## config.mk

```make
export PLATFORM = sky130hd
export DESIGN_NAME = frame_buf_arbiter
export DESIGN_NICKNAME = d
export VERILOG_FILES = /design/src/rtl/frame_buf_pkg.sv /design/src/rtl/frame_pix_counter.sv /design/src/rtl/frame_buf_arbiter.sv
export SDC_FILE = /design/constraint.sdc
export NUM_CORES = 1
export LEC_CHECK = 0
export CORE_MARGIN = 2
export CORE_UTILIZATION = 35
export CTS_CLUSTER_SIZE = 30
export DETAILED_ROUTE_END_ITERATION = 10
export PLACE_DENSITY = 0.7
export SLEW_MARGIN = 20
export SYNTH_ARGS = -nofsm -noshare
export SYNTH_HDL_FRONTEND = slang
export SYNTH_SLANG_ARGS = --single-unit
export TNS_END_PERCENT = 20
```

## constraint.sdc

```tcl
create_clock -name i_CLK -period 3.3 [get_ports i_CLK]
set_clock_uncertainty 0.05 [all_clocks]
set_input_delay 0.99 -clock i_CLK [delete_from_list [all_inputs] [get_ports i_CLK]]
set_output_delay 0.99 -clock i_CLK [all_outputs]
set_load 0.02 [all_outputs]
```

## src/rtl/frame_buf_pkg.sv

```systemverilog
// Shared types and default geometry for the frame buffer arbiter.
package frame_buf_pkg;

    // Arbiter ownership state; encoding is visible on o_STATE.
    typedef enum logic [1:0] {
        ST_IDLE       = 2'd0,
        ST_HOST_WRITE = 2'd1,
        ST_PROC_BUSY  = 2'd2,
        ST_HOST_READ  = 2'd3
    } fb_state_e;

    localparam int DEF_H_PIX       = 320;
    localparam int DEF_V_PIX       = 240;
    localparam int DEF_ADDR_W      = 17;
    localparam int DEF_TIMEOUT_CYC = 1048576;
    localparam int DEF_CNT_W       = 16;

endpackage

```

## src/rtl/frame_pix_counter.sv

```systemverilog
// Counts accepted pixel reads within a frame and flags the last one.
module frame_pix_counter #(
    parameter int FRAME_PIX = 8,
    parameter int ADDR_W    = 3
) (
    input  logic clk,
    input  logic rst_n,
    input  logic clr,
    input  logic inc,
    output logic tc
);

    localparam logic [ADDR_W-1:0] LAST = ADDR_W'(FRAME_PIX - 1);

    logic [ADDR_W-1:0] count;

    // Terminal count is combinational so the owner can react on the same edge.
    assign tc = inc && (count == LAST);

    // Pixel counter: clear wins, wraps to zero on the last pixel of a frame.
    // NOTE: sequential state uses non-blocking assignments so every register
    // samples pre-edge values regardless of block ordering.
    always_ff @(posedge clk or negedge rst_n) begin
        if (!rst_n) begin
            count <= '0;
        end else if (clr || tc) begin
            count <= '0;
        end else if (inc) begin
            count <= count + 1'b1;
        end
    end

endmodule

```

## src/rtl/frame_buf_arbiter.sv

```systemverilog
// Arbitrates color/gray frame RAM ports between a host and a processor.
module frame_buf_arbiter
    import frame_buf_pkg::*;
#(
    parameter int H_PIX       = DEF_H_PIX,
    parameter int V_PIX       = DEF_V_PIX,
    parameter int ADDR_W      = DEF_ADDR_W,
    parameter int TIMEOUT_CYC = DEF_TIMEOUT_CYC,
    parameter int CNT_W       = DEF_CNT_W
) (
    input  logic              i_CLK,
    input  logic              i_RSTn,
    input  logic              i_START,
    input  logic              i_ABORT,
    input  logic              i_CLR_ERR,
    input  logic              i_HOST_WRITE,
    input  logic              i_HOST_READ,
    input  logic [ADDR_W-1:0] i_HOST_ADDR,
    input  logic              i_HOST_GRAY_READ,
    input  logic [ADDR_W-1:0] i_HOST_GRAY_ADDR,
    input  logic              i_PROC_READ,
    input  logic [ADDR_W-1:0] i_PROC_RD_ADDR,
    input  logic [ADDR_W-1:0] i_PROC_WR_ADDR,
    input  logic              i_DONE_WRITE_COLOR,
    input  logic              i_DONE_WRITE_GRAY,
    output logic              o_COLOR_WRITE,
    output logic              o_COLOR_READ,
    output logic [ADDR_W-1:0] o_COLOR_ADDR,
    output logic              o_GRAY_READ,
    output logic [ADDR_W-1:0] o_GRAY_ADDR,
    output logic [1:0]        o_STATE,
    output logic              o_BUSY,
    output logic              o_FRAME_DONE,
    output logic [CNT_W-1:0]  o_FRAME_CNT,
    output logic              o_TIMEOUT
);

    localparam int FRAME_PIX = H_PIX * V_PIX;
    // One spare bit so the counter never wraps while leaving PROC_BUSY.
    localparam int TO_W = $clog2(TIMEOUT_CYC + 1);
    localparam logic [TO_W-1:0] TO_LAST = TO_W'(TIMEOUT_CYC - 1);

    fb_state_e       state, state_nxt;
    logic [TO_W-1:0] to_cnt;
    logic            read_inc, read_tc, timeout_set;

    // Only gray reads while the host owns the gray RAM advance the frame.
    assign read_inc = (state == ST_HOST_READ) && i_HOST_GRAY_READ && !i_ABORT;

    frame_pix_counter #(
        .FRAME_PIX (FRAME_PIX),
        .ADDR_W    (ADDR_W)
    ) u_read_cnt (
        .clk   (i_CLK),
        .rst_n (i_RSTn),
        .clr   (i_ABORT),
        .inc   (read_inc),
        .tc    (read_tc)
    );

    // Next-state selection; abort overrides everything, timeout beats a late done.
    // NOTE: every always_comb output gets a default first so no path can
    // leave it unassigned and infer a latch.
    always_comb begin
        state_nxt   = state;
        timeout_set = 1'b0;
        if (i_ABORT) begin
            state_nxt = ST_IDLE;
        end else begin
            case (state)
                ST_IDLE:       if (i_START) state_nxt = ST_HOST_WRITE;
                ST_HOST_WRITE: if (i_DONE_WRITE_COLOR) state_nxt = ST_PROC_BUSY;
                ST_PROC_BUSY: begin
                    if (to_cnt == TO_LAST) begin
                        timeout_set = 1'b1;
                        state_nxt   = ST_IDLE;
                    end else if (i_DONE_WRITE_GRAY) begin
                        state_nxt = ST_HOST_READ;
                    end
                end
                ST_HOST_READ: begin
                    if (read_tc) state_nxt = i_START ? ST_HOST_WRITE : ST_IDLE;
                end
            endcase
        end
    end

    // State register.
    always_ff @(posedge i_CLK or negedge i_RSTn) begin
        if (!i_RSTn) state <= ST_IDLE;
        else         state <= state_nxt;
    end

    // Cycles spent in PROC_BUSY; held at zero elsewhere so entry starts at zero.
    always_ff @(posedge i_CLK or negedge i_RSTn) begin
        if (!i_RSTn) begin
            to_cnt <= '0;
        end else if (state != ST_PROC_BUSY || i_ABORT) begin
            to_cnt <= '0;
        end else begin
            to_cnt <= to_cnt + 1'b1;
        end
    end

    // Frame completion pulse and frame counter (abort already masks read_tc).
    always_ff @(posedge i_CLK or negedge i_RSTn) begin
        if (!i_RSTn) begin
            o_FRAME_DONE <= 1'b0;
            o_FRAME_CNT  <= '0;
        end else begin
            o_FRAME_DONE <= read_tc;
            if (read_tc) o_FRAME_CNT <= o_FRAME_CNT + 1'b1;
        end
    end

    // Sticky timeout flag; a set in the same cycle as a clear wins.
    always_ff @(posedge i_CLK or negedge i_RSTn) begin
        if (!i_RSTn)        o_TIMEOUT <= 1'b0;
        else if (timeout_set) o_TIMEOUT <= 1'b1;
        else if (i_CLR_ERR)   o_TIMEOUT <= 1'b0;
    end

    // RAM port steering: the processor owns both ports only in PROC_BUSY.
    always_comb begin
        o_COLOR_WRITE = 1'b0;
        o_GRAY_READ   = 1'b0;
        o_COLOR_READ  = i_HOST_READ;
        o_COLOR_ADDR  = i_HOST_ADDR;
        o_GRAY_ADDR   = i_HOST_GRAY_ADDR;
        case (state)
            ST_HOST_WRITE: o_COLOR_WRITE = i_HOST_WRITE;
            ST_HOST_READ:  o_GRAY_READ   = i_HOST_GRAY_READ;
            ST_PROC_BUSY: begin
                o_COLOR_READ = i_PROC_READ;
                o_COLOR_ADDR = i_PROC_RD_ADDR;
                o_GRAY_ADDR  = i_PROC_WR_ADDR;
            end
            default: ;
        endcase
    end

    assign o_STATE = state;
    assign o_BUSY  = (state != ST_IDLE);

endmodule

```

==> impl_metrics.toml, run 1 <==
[outcome]
status = "finished, final reports clean"

[sta]
post-route-worst-setup-slack_ns = 0.01350
max_slew_margin_pct = 50.70
rsz0062_at_grt = "no"
layout_min_cycle_time_ns = 3.287
whs_ns = 0.4375
worst_slew_pin_slew_ns = 0.7395
hold_viol_final = 0
max_freq_mhz = 304.3
drv_slew = 0
finalSetupViolCount = 0
timing.final.crit_share_pct = 99.59

[global_routing]
grtUsageMet3_pct = 6.361
grt.total_usage_pct = 20.12
gr-usage-met1_pct = 22.15
grt_antenna_before_repair = 0
met2_usage_pct = 35.12
grt_pass1_vias = 3053
gr-total-overflow = 0
gr-max-usage-layer = "met2"
grt_pass1_wl_um = 15640
grt_start_max_net_pins = 59

[final_layout]
drive_gt1_share_pct = 18.07
layout_common_cells = "clkdlybuf4s50_1 (116), dfrtp_1 (58), mux2_2 (36)"
syn2layout_area_growth_pct = 52.09
multi_input_area_um2 = 1808
insertedDiodeCount = 0
final_nets = 564
fillCellCount = 862
register_area_um2 = 1451
final_common_cell = "clkdlybuf4s50_1"

[worst_setup_path]
critPathMaxFanout = 1
crit_start = "i_HOST_ADDR[4]"
ff2ff_path_depth = 6
critical_path_class = "input pin to output port"
r2r-end = "u_read_cnt.count[16]$_DFFE_PN0P_"
r2r_slack_ns = 1.10
start_kind = "input pin"
cp-end-kind = "output port"
r2r-start = "o_STATE[0]$_DFFE_PN0P_"
crit_arrival_ns = 2.25
crit_required_ns = 2.26

[yosys]
ys_types = 42
yosys.area_share.simple_pct = 23.77
syn_nets = 419
synthCells = 337
synth_area_um2 = 3358
synth_top_family_by_area = "simple AND/OR/NAND/NOR gates"
synth.avg_cell_area_um2 = 9.965
synth_fa_ha_area_share_pct = 1.118
ys_warn_count = 0
synthMuxAreaShare_pct = 12.37
synth_compound_area_share_pct = 7.116
synth-seq-cells = 58
synth-xor-area-share_pct = 9.389
ys_seq_area_share_pct = 43.22

[pwr]
power_density_nw_per_um2 = 415.3
leakage_nw = 2.035
peakVddDrop_mv = 0.1987

[floorplanning]
coreArea_um2 = 9284
ios = 137
die_area_um2 = 10390
rows = 35
die_width_um = 102.0
start_util_pct = 36.17
die_h_um = 102.0

[route]
wl_per_cell_um = 16.61
viasPerCell = 5.128
num_vias = 3159
ant_nets = 0
wirelength_um = 10230
drc = 0
drtIter0Drc = 172
dr.pass1.iters = 4

[clock_tree]
postCtsSetupBuffers = 0
numCtsBuffers = 9
insertion_delay_ns = 0.34
cts_max_level = 3
cts-root-buf = "clkbuf_8"
cts_tree = "built"
clock_path_buffers = 2
cts_sinks = 58
path_clk_slew_ns = 0.06
holdBufCountCts = 0

[flow_run]
maxCapViolCount = 0

[placement]
place_ws_ns = -0.05360
place.gp.congestion = 0.8054
io_buffers = 136
place_hpwl_um = 8112

[min_path]
whs_path_depth = 1
hp-start = "to_cnt[0]$_DFF_PN0_"
min_to = "to_cnt[0]$_DFF_PN0_"
hold_class = "flop to flop"
logic make-up (layout without fill, tap and decap cells):
| group | after synthesis | after routing |
|---|---|---|
| buffers and inverters | 23 | 173 |
| AOI/OAI and AO/OA | 38 | 38 |
| adders and majority gates | 3 | 3 |
| muxes | 37 | 37 |
| xor gates and xnor gates | 36 | 36 |
| DFF | 58 | 58 |
| and+or+nand+nor | 142 | 142 |
critical path: stages:
cell             delay [ns]
clkdlybuf4s50_1        0.47
mux2_2                 0.16
clkdlybuf4s50_1        0.63
cell usage after synthesis:
| library cell | n | area (um2) |
|---|---|---|
| or3b_2 | 1 | 8.760 |
| nand2_1 | 26 | 97.59 |
| nor3_1 | 13 | 65.06 |
| and2_1 | 5 | 31.28 |
| buf_4 | 1 | 7.510 |
| o21ai_0 | 8 | 40.04 |
| nor4_1 | 6 | 37.54 |
| nand3b_1 | 1 | 7.510 |
| nand3_1 | 11 | 55.05 |
| nand4_1 | 18 | 112.6 |
| xnor2_1 | 16 | 140.1 |
| o21bai_2 | 1 | 11.26 |
| o2bb2ai_1 | 1 | 8.760 |
| o31ai_1 | 7 | 52.55 |
| a21oi_1 | 15 | 75.07 |
| nand3_4 | 1 | 17.52 |
| xor2_1 | 20 | 175.2 |
| buf_2 | 3 | 15.01 |
| o31a_1 | 1 | 8.760 |
| clkbuf_1 | 10 | 37.54 |
| a211oi_1 | 1 | 7.510 |
| mux2i_1 | 1 | 10.01 |
| or4bb_1 | 1 | 11.26 |
| nor2_1 | 25 | 93.84 |
| or4_4 | 3 | 33.78 |
| o41ai_1 | 1 | 8.760 |
| or4b_4 | 1 | 13.76 |
| dfrtp_1 | 58 | 1451 |
| or2_2 | 3 | 18.77 |
| buf_6 | 1 | 11.26 |
| or3_1 | 8 | 50.05 |
| o221ai_1 | 1 | 8.760 |
| nand2b_1 | 1 | 6.260 |
| o32ai_1 | 1 | 8.760 |
| or4_1 | 6 | 45.04 |
| inv_1 | 8 | 30.03 |
| mux2_2 | 36 | 405.4 |
| nor2_2 | 1 | 6.260 |
| and4_1 | 7 | 61.31 |
| a21oi_2 | 1 | 8.760 |
| ha_1 | 3 | 37.54 |
| and3_1 | 4 | 25.02 |
layer usage:
| metal | vias to the layer above | part of all wire (%) |
|---|---|---|
| li1 | 1507 | - |
| met1 | 1506 | 37 |
| met2 | 127 | 52 |
| met3 | 19 | 7.8 |
| met4 | 0 | 3.7 |
| met5 | - | 0 |
flip-flops by register name, summed over array words and instances (netlist names):
name / flops
u_read_cnt.count: 17
o_FRAME_DONE: 1
o_FRAME_CNT: 16
o_TIMEOUT: 1
to_cnt: 21
o_STATE: 2
how the worst max path moves through the flow:
stage | end | slack [ns] | cells after the start
2_1_floorplan | o_COLOR_ADDR[0] | 0.36 | 4
3_3_place_gp | o_COLOR_ADDR[7] | -0.05 | 3
3_5_place_dp | o_COLOR_ADDR[7] | -0.05 | 3
4_1_cts | o_COLOR_ADDR[4] | 0.0004 | 3
5_1_grt | o_COLOR_WRITE | 0.002 | 3
6_report | o_COLOR_ADDR[4] | 0.01 | 3
report_power, final:
group          total (W)  internal, W  leakage (nW)  switching (W)
Sequential      0.000729     0.000721         0.808     0.00000741
Combinational   0.000662     0.000334          1.12       0.000327
Clock           0.000731     0.000443         0.109       0.000288
per-stage QoR:
step	setup TNS [ns]	total power (W)	util, %	area [um2]	std cells
CTS	0	0.002143	54.96	5102	616
detailed placement	-0.1811	0.001418	52.70	4892	600
global route	0	0.002203	55.01	5107	616
global placement	-0.1760	0.001417	52.70	4892	600
finish	0	0.002121	55.01	5107	616
floorplan	0	0.001062	-	3358	337
cell type report:
class | instances | share of cell area (%)
flip-flops and latches | 58 | 28.42
repair buffers | 149 | 28.15
well taps | 129 | 3.160
multi-input cells | 256 | 35.40
clock inverters | 5 | 1.519
clock buffers | 11 | 2.768
inverters | 8 | 0.5879
what timing repair did:
| action | in CTS | in global routing |
|---|---|---|
| cloned | 0 | 0 |
| setup endpoints to repair | 7 | 2 |
| resized for setup | 7 | 2 |
Power figures use the tool's default switching activity.
==> run 2: changes to the inputs <==
- CAP_MARGIN: unset -> 20
- PLACE_DENSITY: 0.7 -> unset
- PLACE_DENSITY_LB_ADDON: unset -> 0.3
==> impl_metrics.toml, run 2 (synthesis results as in run 1) <==
[floorplanning]
coreArea_um2 = 9284
start_util_pct = 36.17
die_width_um = 102.0
ios = 137
die_area_um2 = 10390
die_h_um = 102.0
rows = 35

[sta]
hold_viol_final = 0
rsz0062_at_grt = "no"
max_slew_margin_pct = 60.48
finalSetupViolCount = 0
max_freq_mhz = 306.4
worst_slew_pin_slew_ns = 0.5928
timing.final.crit_share_pct = 98.91
whs_ns = 0.4145
drv_slew = 0
layout_min_cycle_time_ns = 3.264

[global_routing]
grt.total_usage_pct = 19.58
grt_pass1_wl_um = 15260
grt_start_max_net_pins = 36
gr-total-overflow = 0
grt_pass1_vias = 3009
grt_antenna_before_repair = 0

[clock_tree]
cts_sinks = 58
cts_max_level = 3
insertion_delay_ns = 0.35
holdBufCountCts = 0
cts-resized-gates = 3
cts_tree = "built"
numCtsBuffers = 9
clock_path_buffers = 2
path_clk_slew_ns = 0.07
cts-root-buf = "clkbuf_8"
postCtsSetupBuffers = 0

[worst_setup_path]
crit_required_ns = 2.26
cp-end-kind = "output port"
start_kind = "input pin"
crit_arrival_ns = 2.22
critPathMaxFanout = 1
critical_path_class = "input pin to output port"

[route]
drc = 0
dr.pass1.iters = 4
viasPerCell = 5.078
wl_met3_um = 762
wl_met2_um = 4843
wirelength_um = 10010
dr.max_layer_used = "met4"
wl_per_cell_um = 16.25
ant_nets = 0
num_vias = 3128
wl_met1_um = 3913
drtIter0Drc = 107

[placement]
io_buffers = 136
placedCellCount = 600
postPlaceCellArea_um2 = 4910
place.gp.congestion = 0.7709
place_hpwl_um = 7925

[pwr]
power_density_nw_per_um2 = 416.5
peakVddDrop_mv = 0.2531
leakage_nw = 2.026
finalPower_w = 0.002135

[final_layout]
syn2layout_area_growth_pct = 52.61
drive_gt1_share_pct = 18.69
largest-register = "to_cnt"
fin_cells = 616
multi_input_area_um2 = 1808
final_nets = 564
layout_common_cells = "clkdlybuf4s50_1 (119), dfrtp_1 (58), mux2_2 (36)"
largest_reg_flops = 21
fillCellCount = 849
final_common_cell = "clkdlybuf4s50_1"
stdcell_area_um2 = 5125
insertedDiodeCount = 0
fin_util_pct = 55.20
register_area_um2 = 1451
top_regs = "to_cnt (21), u_read_cnt.count (17), o_FRAME_CNT (16)"

[flow_run]
maxCapViolCount = 0

[outcome]
status = "finished, final reports clean"

[min_path]
hold_class = "flop to flop"
[run 2: power by group]
group	internal [W]	total [W]	switching, W	leakage, nW
Sequential	0.000721	0.000729	0.00000740	0.808
Clock	0.000443	0.000735	0.000292	0.109
Combinational	0.000344	0.000671	0.000327	1.11
[run 2: final timing paths]
check	from	endpoint	cells past startpoint	slack, ns
min in group asynchronous	i_RSTn	o_FRAME_CNT[12]$_DFFE_PN0P_	1	0.58
worst max-delay path	i_PROC_WR_ADDR[0]	o_GRAY_ADDR[0]	3	0.04
worst min register to register	o_FRAME_CNT[15]$_DFFE_PN0P_	o_FRAME_CNT[15]$_DFFE_PN0P_	1	0.41
worst max register to register	o_STATE[0]$_DFFE_PN0P_	u_read_cnt.count[16]$_DFFE_PN0P_	6	1.05
max in group asynchronous	i_RSTn	to_cnt[9]$_DFF_PN0_	2	2.02
worst min-delay path	o_FRAME_CNT[15]$_DFFE_PN0P_	o_FRAME_CNT[15]$_DFFE_PN0P_	1	0.41
[run 2: layout make-up]
type / instances / share of cell area (%)
Clock buffer: 11 / 2.759
Clock inverter: 5 / 1.514
Inverter: 8 / 0.5859
Multi-Input combinational cell: 256 / 35.28
Sequential cell: 58 / 28.32
Tap cell: 129 / 3.149
Timing Repair Buffer: 149 / 28.39
[run 2: worst max-delay path, cell delays in order]
cell             delay (ns)
clkdlybuf4s50_1        0.42
mux2_2                 0.27
clkdlybuf4s50_1        0.54
[run 2: per-stage QoR]
step | setup slack (ns) | setup TNS (ns)
after floorplan | 0.3555 | 0
after detailed placement | -0.01672 | -0.02268
after CTS | 0.01712 | 0
final | 0.03594 | 0
after global placement | -0.01609 | -0.01897
after global routing | 0.007147 | 0
[run 2: metal layers]
layer  vias to the layer above  track usage [%]
met3                        24            5.677
met5                         -                0
li1                       1512                -
met2                       141            32.54
met1                      1451            22.29
met4                         0            11.90
